--- config.mk ---
export PLATFORM = sky130hd
export DESIGN_NAME = sequence_generator
export DESIGN_NICKNAME = d
export VERILOG_FILES = /design/src/rtl/sequence_generator.sv
export SDC_FILE = /design/constraint.sdc
export NUM_CORES = 1
export LEC_CHECK = 0
export CAP_MARGIN = 15
export CORE_ASPECT_RATIO = 1.25
export CORE_MARGIN = 8
export CORE_UTILIZATION = 51
export DETAILED_ROUTE_END_ITERATION = 6
export PLACE_DENSITY = 0.79
export SLEW_MARGIN = 0
export SYNTH_ARGS = -nofsm -noshare
export SYNTH_HDL_FRONTEND = slang
export SYNTH_SLANG_ARGS = --single-unit
--- constraint.sdc ---
create_clock -name clk -period 2.7 [get_ports clk]
set_input_delay 0.81 -clock clk [delete_from_list [all_inputs] [get_ports clk]]
set_output_delay 0.81 -clock clk [all_outputs]
set_load 0.02 [all_outputs]
--- src/rtl/sequence_generator.sv ---
// Serial "w" stream source: shifts a captured pattern out MSB-first, optionally
// repeating it with forced-zero gap bits between frames.
//   state | meaning
//   IDLE  | waiting for start, w held low
//   SEND  | one pattern bit per clk on w
//   GAP   | forced-zero bits between frames
//   DONE  | single-cycle done pulse
module sequence_generator #(
    parameter int WIDTH    = 8,
    parameter int GAP_BITS = 1,
    parameter int RPT_W    = 4,
    localparam int LEN_W   = $clog2(WIDTH + 1)
) (
    input  logic             clk,
    input  logic             rst,
    input  logic             start,
    input  logic [WIDTH-1:0] pattern,
    input  logic [LEN_W-1:0] len,
    input  logic [RPT_W-1:0] rpt,
    output logic             w,
    output logic             w_valid,
    output logic             busy,
    output logic             done,
    output logic             err
);
    localparam int GAP_W = (GAP_BITS > 1) ? $clog2(GAP_BITS) : 1;
    localparam logic [LEN_W-1:0] WIDTH_L  = LEN_W'(WIDTH);
    localparam logic [GAP_W-1:0] GAP_INIT = GAP_W'(GAP_BITS - 1);

    typedef enum logic [1:0] {IDLE, SEND, GAP, DONE} state_t;

    state_t           state_q, state_d;
    logic [WIDTH-1:0] pat_q, pat_d;
    logic [WIDTH-1:0] sh_q, sh_d;
    logic [LEN_W-1:0] len_q, len_d;
    logic [LEN_W-1:0] idx_q, idx_d;
    logic [RPT_W-1:0] rpt_q, rpt_d;
    logic [GAP_W-1:0] gap_q, gap_d;
    logic             w_q, w_d;
    logic             w_valid_q, w_valid_d;
    logic             busy_q, busy_d;
    logic             done_q, done_d;
    logic             err_q, err_d;
    logic [WIDTH-1:0] aligned;

    // Pattern is left-aligned so the first bit to send is always the MSB.
    assign aligned = pattern << (WIDTH_L - len);

    always_comb begin
        state_d   = state_q;
        pat_d     = pat_q;
        sh_d      = sh_q;
        len_d     = len_q;
        idx_d     = idx_q;
        rpt_d     = rpt_q;
        gap_d     = gap_q;
        w_d       = 1'b0;
        w_valid_d = 1'b0;
        busy_d    = 1'b0;
        done_d    = 1'b0;
        err_d     = 1'b0;
        case (state_q)
            IDLE: begin
                if (start) begin
                    if (len == '0 || len > WIDTH_L) begin
                        err_d = 1'b1;
                    end else begin
                        pat_d     = aligned;
                        sh_d      = aligned;
                        len_d     = len;
                        idx_d     = len - LEN_W'(1);
                        rpt_d     = rpt;
                        w_d       = aligned[WIDTH-1];
                        w_valid_d = 1'b1;
                        busy_d    = 1'b1;
                        state_d   = SEND;
                    end
                end
            end
            SEND: begin
                busy_d = 1'b1;
                if (idx_q != '0) begin
                    idx_d     = idx_q - LEN_W'(1);
                    sh_d      = sh_q << 1;
                    w_d       = sh_q[WIDTH-2];
                    w_valid_d = 1'b1;
                end else if (rpt_q != '0) begin
                    rpt_d = rpt_q - RPT_W'(1);
                    if (GAP_BITS > 0) begin
                        gap_d   = GAP_INIT;
                        state_d = GAP;
                    end else begin
                        sh_d      = pat_q;
                        idx_d     = len_q - LEN_W'(1);
                        w_d       = pat_q[WIDTH-1];
                        w_valid_d = 1'b1;
                    end
                end else begin
                    busy_d  = 1'b0;
                    done_d  = 1'b1;
                    state_d = DONE;
                end
            end
            GAP: begin
                busy_d = 1'b1;
                if (gap_q == '0) begin
                    sh_d      = pat_q;
                    idx_d     = len_q - LEN_W'(1);
                    w_d       = pat_q[WIDTH-1];
                    w_valid_d = 1'b1;
                    state_d   = SEND;
                end else begin
                    gap_d = gap_q - GAP_W'(1);
                end
            end
            DONE:    state_d = IDLE;
            default: state_d = IDLE;
        endcase
    end

    always_ff @(posedge clk) begin
        if (rst) begin
            state_q   <= IDLE;
            pat_q     <= '0;
            sh_q      <= '0;
            len_q     <= '0;
            idx_q     <= '0;
            rpt_q     <= '0;
            gap_q     <= '0;
            w_q       <= 1'b0;
            w_valid_q <= 1'b0;
            busy_q    <= 1'b0;
            done_q    <= 1'b0;
            err_q     <= 1'b0;
        end else begin
            state_q   <= state_d;
            pat_q     <= pat_d;
            sh_q      <= sh_d;
            len_q     <= len_d;
            idx_q     <= idx_d;
            rpt_q     <= rpt_d;
            gap_q     <= gap_d;
            w_q       <= w_d;
            w_valid_q <= w_valid_d;
            busy_q    <= busy_d;
            done_q    <= done_d;
            err_q     <= err_d;
        end
    end

    assign w       = w_q;
    assign w_valid = w_valid_q;
    assign busy    = busy_q;
    assign done    = done_q;
    assign err     = err_q;
endmodule

==> flow_summary.toml <==
[outcome]
outcome = "completed"

[sta]
finalCritPeriodShare_pct = 94.5
timing.final.setup_violations = 0
max_slew_margin_pct = 55.7
maxSlewViolCount = 0
final.min_clock_period_ns = 2.55
timing.final.ws_setup_ns = 0.148
max_clock_freq_mhz = 392
hold_violations = 0
finalClockSkew_ns = 0.00341
rsz_0062_raised_after_global_routing = "false"
max_slew.worst_pin.slew_ns = 0.664

[worst_setup_path]
r2r.worst_path.cells = 6
crit_path_max_fanout = 6
data_required_critical_path_ns = 2.86
worst-endpoint-arrival_ns = 2.72
startpoint_type = "input pin"
critical_path.endpoint_type = "flop"
cp-startpoint = "len[1]"
path_class = "input pin to flop"
startpoint_of_the_worst_register_to_register_path = "state_q[0]"

[drt]
routed_wire_length_per_instance_um = 17.6
wirelength_um = 6100
antenna_left = 0
firstDrtPassIters = 4
drt-vias-per-instance = 6.33
detailroute.via_count = 2191
drt-initial-drc-count = 195
detail_route.drc_violations = 0

[global_route]
grt_max_degree = 38
global_route.usage.total_pct = 18.9
grt-ovfl-total = 0
grt_first_pass_wirelength_um = 9920
via_count_of_the_first_global_routing_pass = 2169
antenna_found_initial = 0

[floorplan]
fp.dieArea_um2 = 6630
die_h_um = 89.1
starting_density_of_the_core_pct = 53.2
number_of_placement_rows = 26
die_x_um = 74.5
design.core.area_um2 = 4100
io_pins = 24

[placement]
detailed_place_hpwl_um = 4160
buffer_ports.inserted = 23
place_congestion = 0.879
preCtsSetupSlack_ns = -0.261

[synthesis]
synth_edf_count = 0
syn_area_per_cell_um2 = 8.48
synth.net_count = 285
ys.warnings.count = 0
synth_unique_cells = 47
synth-seq-area-share_pct = 31.2
synth-seq-cells = 34
synth-async-reset-ratio_pct = 0
synth_cells = 257
syn_area_um2 = 2180
synth_flop_cell = "sky130_fd_sc_hd__dfxtp_1"

[final_layout]
layout.cells.most_common_list = "34 x sky130_fd_sc_hd__dfxtp_1, 32 x sky130_fd_sc_hd__a21oi_1, 23 x sky130_fd_sc_hd__clkdlybuf4s50_1"
utilization_pct = 65.5
layout.cells.most_common = "sky130_fd_sc_hd__dfxtp_1"
drive_gt1_share_pct = 16.6
multi_input_area_um2 = 1360
num_antenna_cells = 0
p_r_area_growth_vs_syn_pct = 23.2
final-seq-area_um2 = 681
filler_cell_count = 374
nNetsFinal = 317

[clock_network]
cts_buffer_depth = 2
clkLatencyLatePin_ns = 0.29
clk_root_buffer_cell = "sky130_fd_sc_hd__clkbuf_8"
clkTransAtPathRegs_ns = 0.07
cts_inserted_buffers = 5
ctsHoldBuffers = 0
numClockSinks = 34
cts_tree = "done"
htreeDepth = 2

[pwr]
power.switching_mw = 1.11
power.combinational.fraction_pct = 56.3
power_report.internal_total_mw = 1.43
total_power_mw = 2.54
cellPowerDensity_nw_per_um2 = 946
share_clk_of_total_power_pct = 15.4
power.switching_fraction_pct = 43.8
power_leakage_nw = 0.953
seq_power_share_pct = 28.3
worst_supply_voltage_drop_on_vdd_mv = 0.464

[worst_hold_path]
hold_path_depth = 2
worstHoldPathType = "flop to flop"
timing.hold.worst.start = "pat_q[3]"

[flow_run]
max_cap_viol_count = 0
-- critical path: stages --
cell	delay, ns
sky130_fd_sc_hd__clkdlybuf4s50_1	0.48
sky130_fd_sc_hd__inv_1	0.07
sky130_fd_sc_hd__ha_4	0.31
sky130_fd_sc_hd__mux2_2	0.36
sky130_fd_sc_hd__mux4_2	0.48
sky130_fd_sc_hd__nand2_1	0.09
sky130_fd_sc_hd__o221ai_1	0.12
-- what timing repair did --
item | in CTS | in global routing
endpoints found under the setup margin | 0 | 13
setup buffers | 0 | 0
gates resized for setup | 0 | 3
-- layout make-up --
type | count | area share (%)
repair buffers | 46 | 15.9
flip-flops and latches | 34 | 25.3
clock buffers | 7 | 3.21
multi-input cells | 188 | 50.8
inverters | 14 | 1.96
clock inverters | 1 | 0.186
well taps | 56 | 2.61
-- synth_stat cells, types with 2 or more instances --
master,n,area (um2)
sky130_fd_sc_hd__o32ai_1,2,17.5
sky130_fd_sc_hd__nor2_1,9,33.8
sky130_fd_sc_hd__or4_1,3,22.5
sky130_fd_sc_hd__mux4_2,5,113
sky130_fd_sc_hd__nand4_1,7,43.8
sky130_fd_sc_hd__nand2_1,8,30.0
sky130_fd_sc_hd__nor3b_1,2,15.0
sky130_fd_sc_hd__buf_2,7,35.0
sky130_fd_sc_hd__clkbuf_1,11,41.3
sky130_fd_sc_hd__o41ai_1,2,17.5
sky130_fd_sc_hd__nor3_1,10,50.1
sky130_fd_sc_hd__mux2_2,6,67.6
sky130_fd_sc_hd__buf_4,2,15.0
sky130_fd_sc_hd__mux2i_1,4,40.0
sky130_fd_sc_hd__xor2_1,2,17.5
sky130_fd_sc_hd__o21ai_0,15,75.1
sky130_fd_sc_hd__dfxtp_1,34,681
sky130_fd_sc_hd__a311oi_1,2,17.5
sky130_fd_sc_hd__a211oi_1,8,60.1
sky130_fd_sc_hd__and2_1,3,18.8
sky130_fd_sc_hd__xnor2_1,3,26.3
sky130_fd_sc_hd__o221ai_1,3,26.3
sky130_fd_sc_hd__and3_1,2,12.5
sky130_fd_sc_hd__nor2b_1,5,31.3
sky130_fd_sc_hd__inv_1,14,52.6
sky130_fd_sc_hd__a21oi_1,32,160
sky130_fd_sc_hd__a31oi_1,3,18.8
sky130_fd_sc_hd__nor4_1,2,12.5
sky130_fd_sc_hd__a22oi_1,11,82.6
sky130_fd_sc_hd__nand3_1,15,75.1
sky130_fd_sc_hd__ha_1,9,113
-- cells by family after synthesis --
logic type / after synthesis / share of synthesized area (%)
XOR/XNOR: 5 / 2.01
AND/OR/NAND/NOR: 73 / 19.0
buffers and inverters: 35 / 7.12
flip-flops: 34 / 31.2
adder cells (fa/ha/maj): 9 / 5.17
AO/OA/AOI/OAI: 86 / 25.4
multiplexers: 15 / 10.1
-- registers in the layout, summed over array words and instances, names as in the netlist --
name     cells
w            1
sh_q         7
idx_q        4
state_q      2
w_valid      1
len_q        4
rpt_q        4
pat_q        8
err          1
done         1
busy         1
-- power groups by stage --
stage / Clock [mW] / Combinational (mW) / Sequential [mW]
after global placement: 0 / 1.36 / 0.725
after global routing: 0.415 / 1.56 / 0.734
after detailed placement: 0 / 1.39 / 0.729
final: 0.392 / 1.43 / 0.719
after CTS: 0.396 / 1.40 / 0.718
after floorplan: 0 / 0.949 / 0.728
-- final timing paths --
path              end  slack, ns
max           sh_q[6]       0.15
min          pat_q[3]       0.48
max reg2reg  idx_q[3]       0.44
min reg2reg  pat_q[3]       0.48
-- metrics by stage --
step | setup TNS [ns] | hold WS [ns] | cells | area (um2)
6_report | 0 | 0.479 | 346 | 2690
5_1_grt | 0 | 0.494 | 346 | 2690
4_1_cts | 0 | 0.476 | 346 | 2670
3_5_place_dp | -3.65 | 0.467 | 338 | 2570
3_3_place_gp | -3.23 | 0.450 | 338 | 2570
2_1_floorplan | 0 | 0.442 | 257 | 2180
-- layer usage --
layer	track usage (%)	vias to the layer above	share of wire, %
met5	0	-	0
met3	3.37	11	5.6
met1	21.7	1052	42
li1	-	1030	-
met4	7.14	0	1.4
met2	33.6	98	51
Power figures use the tool's default switching activity.
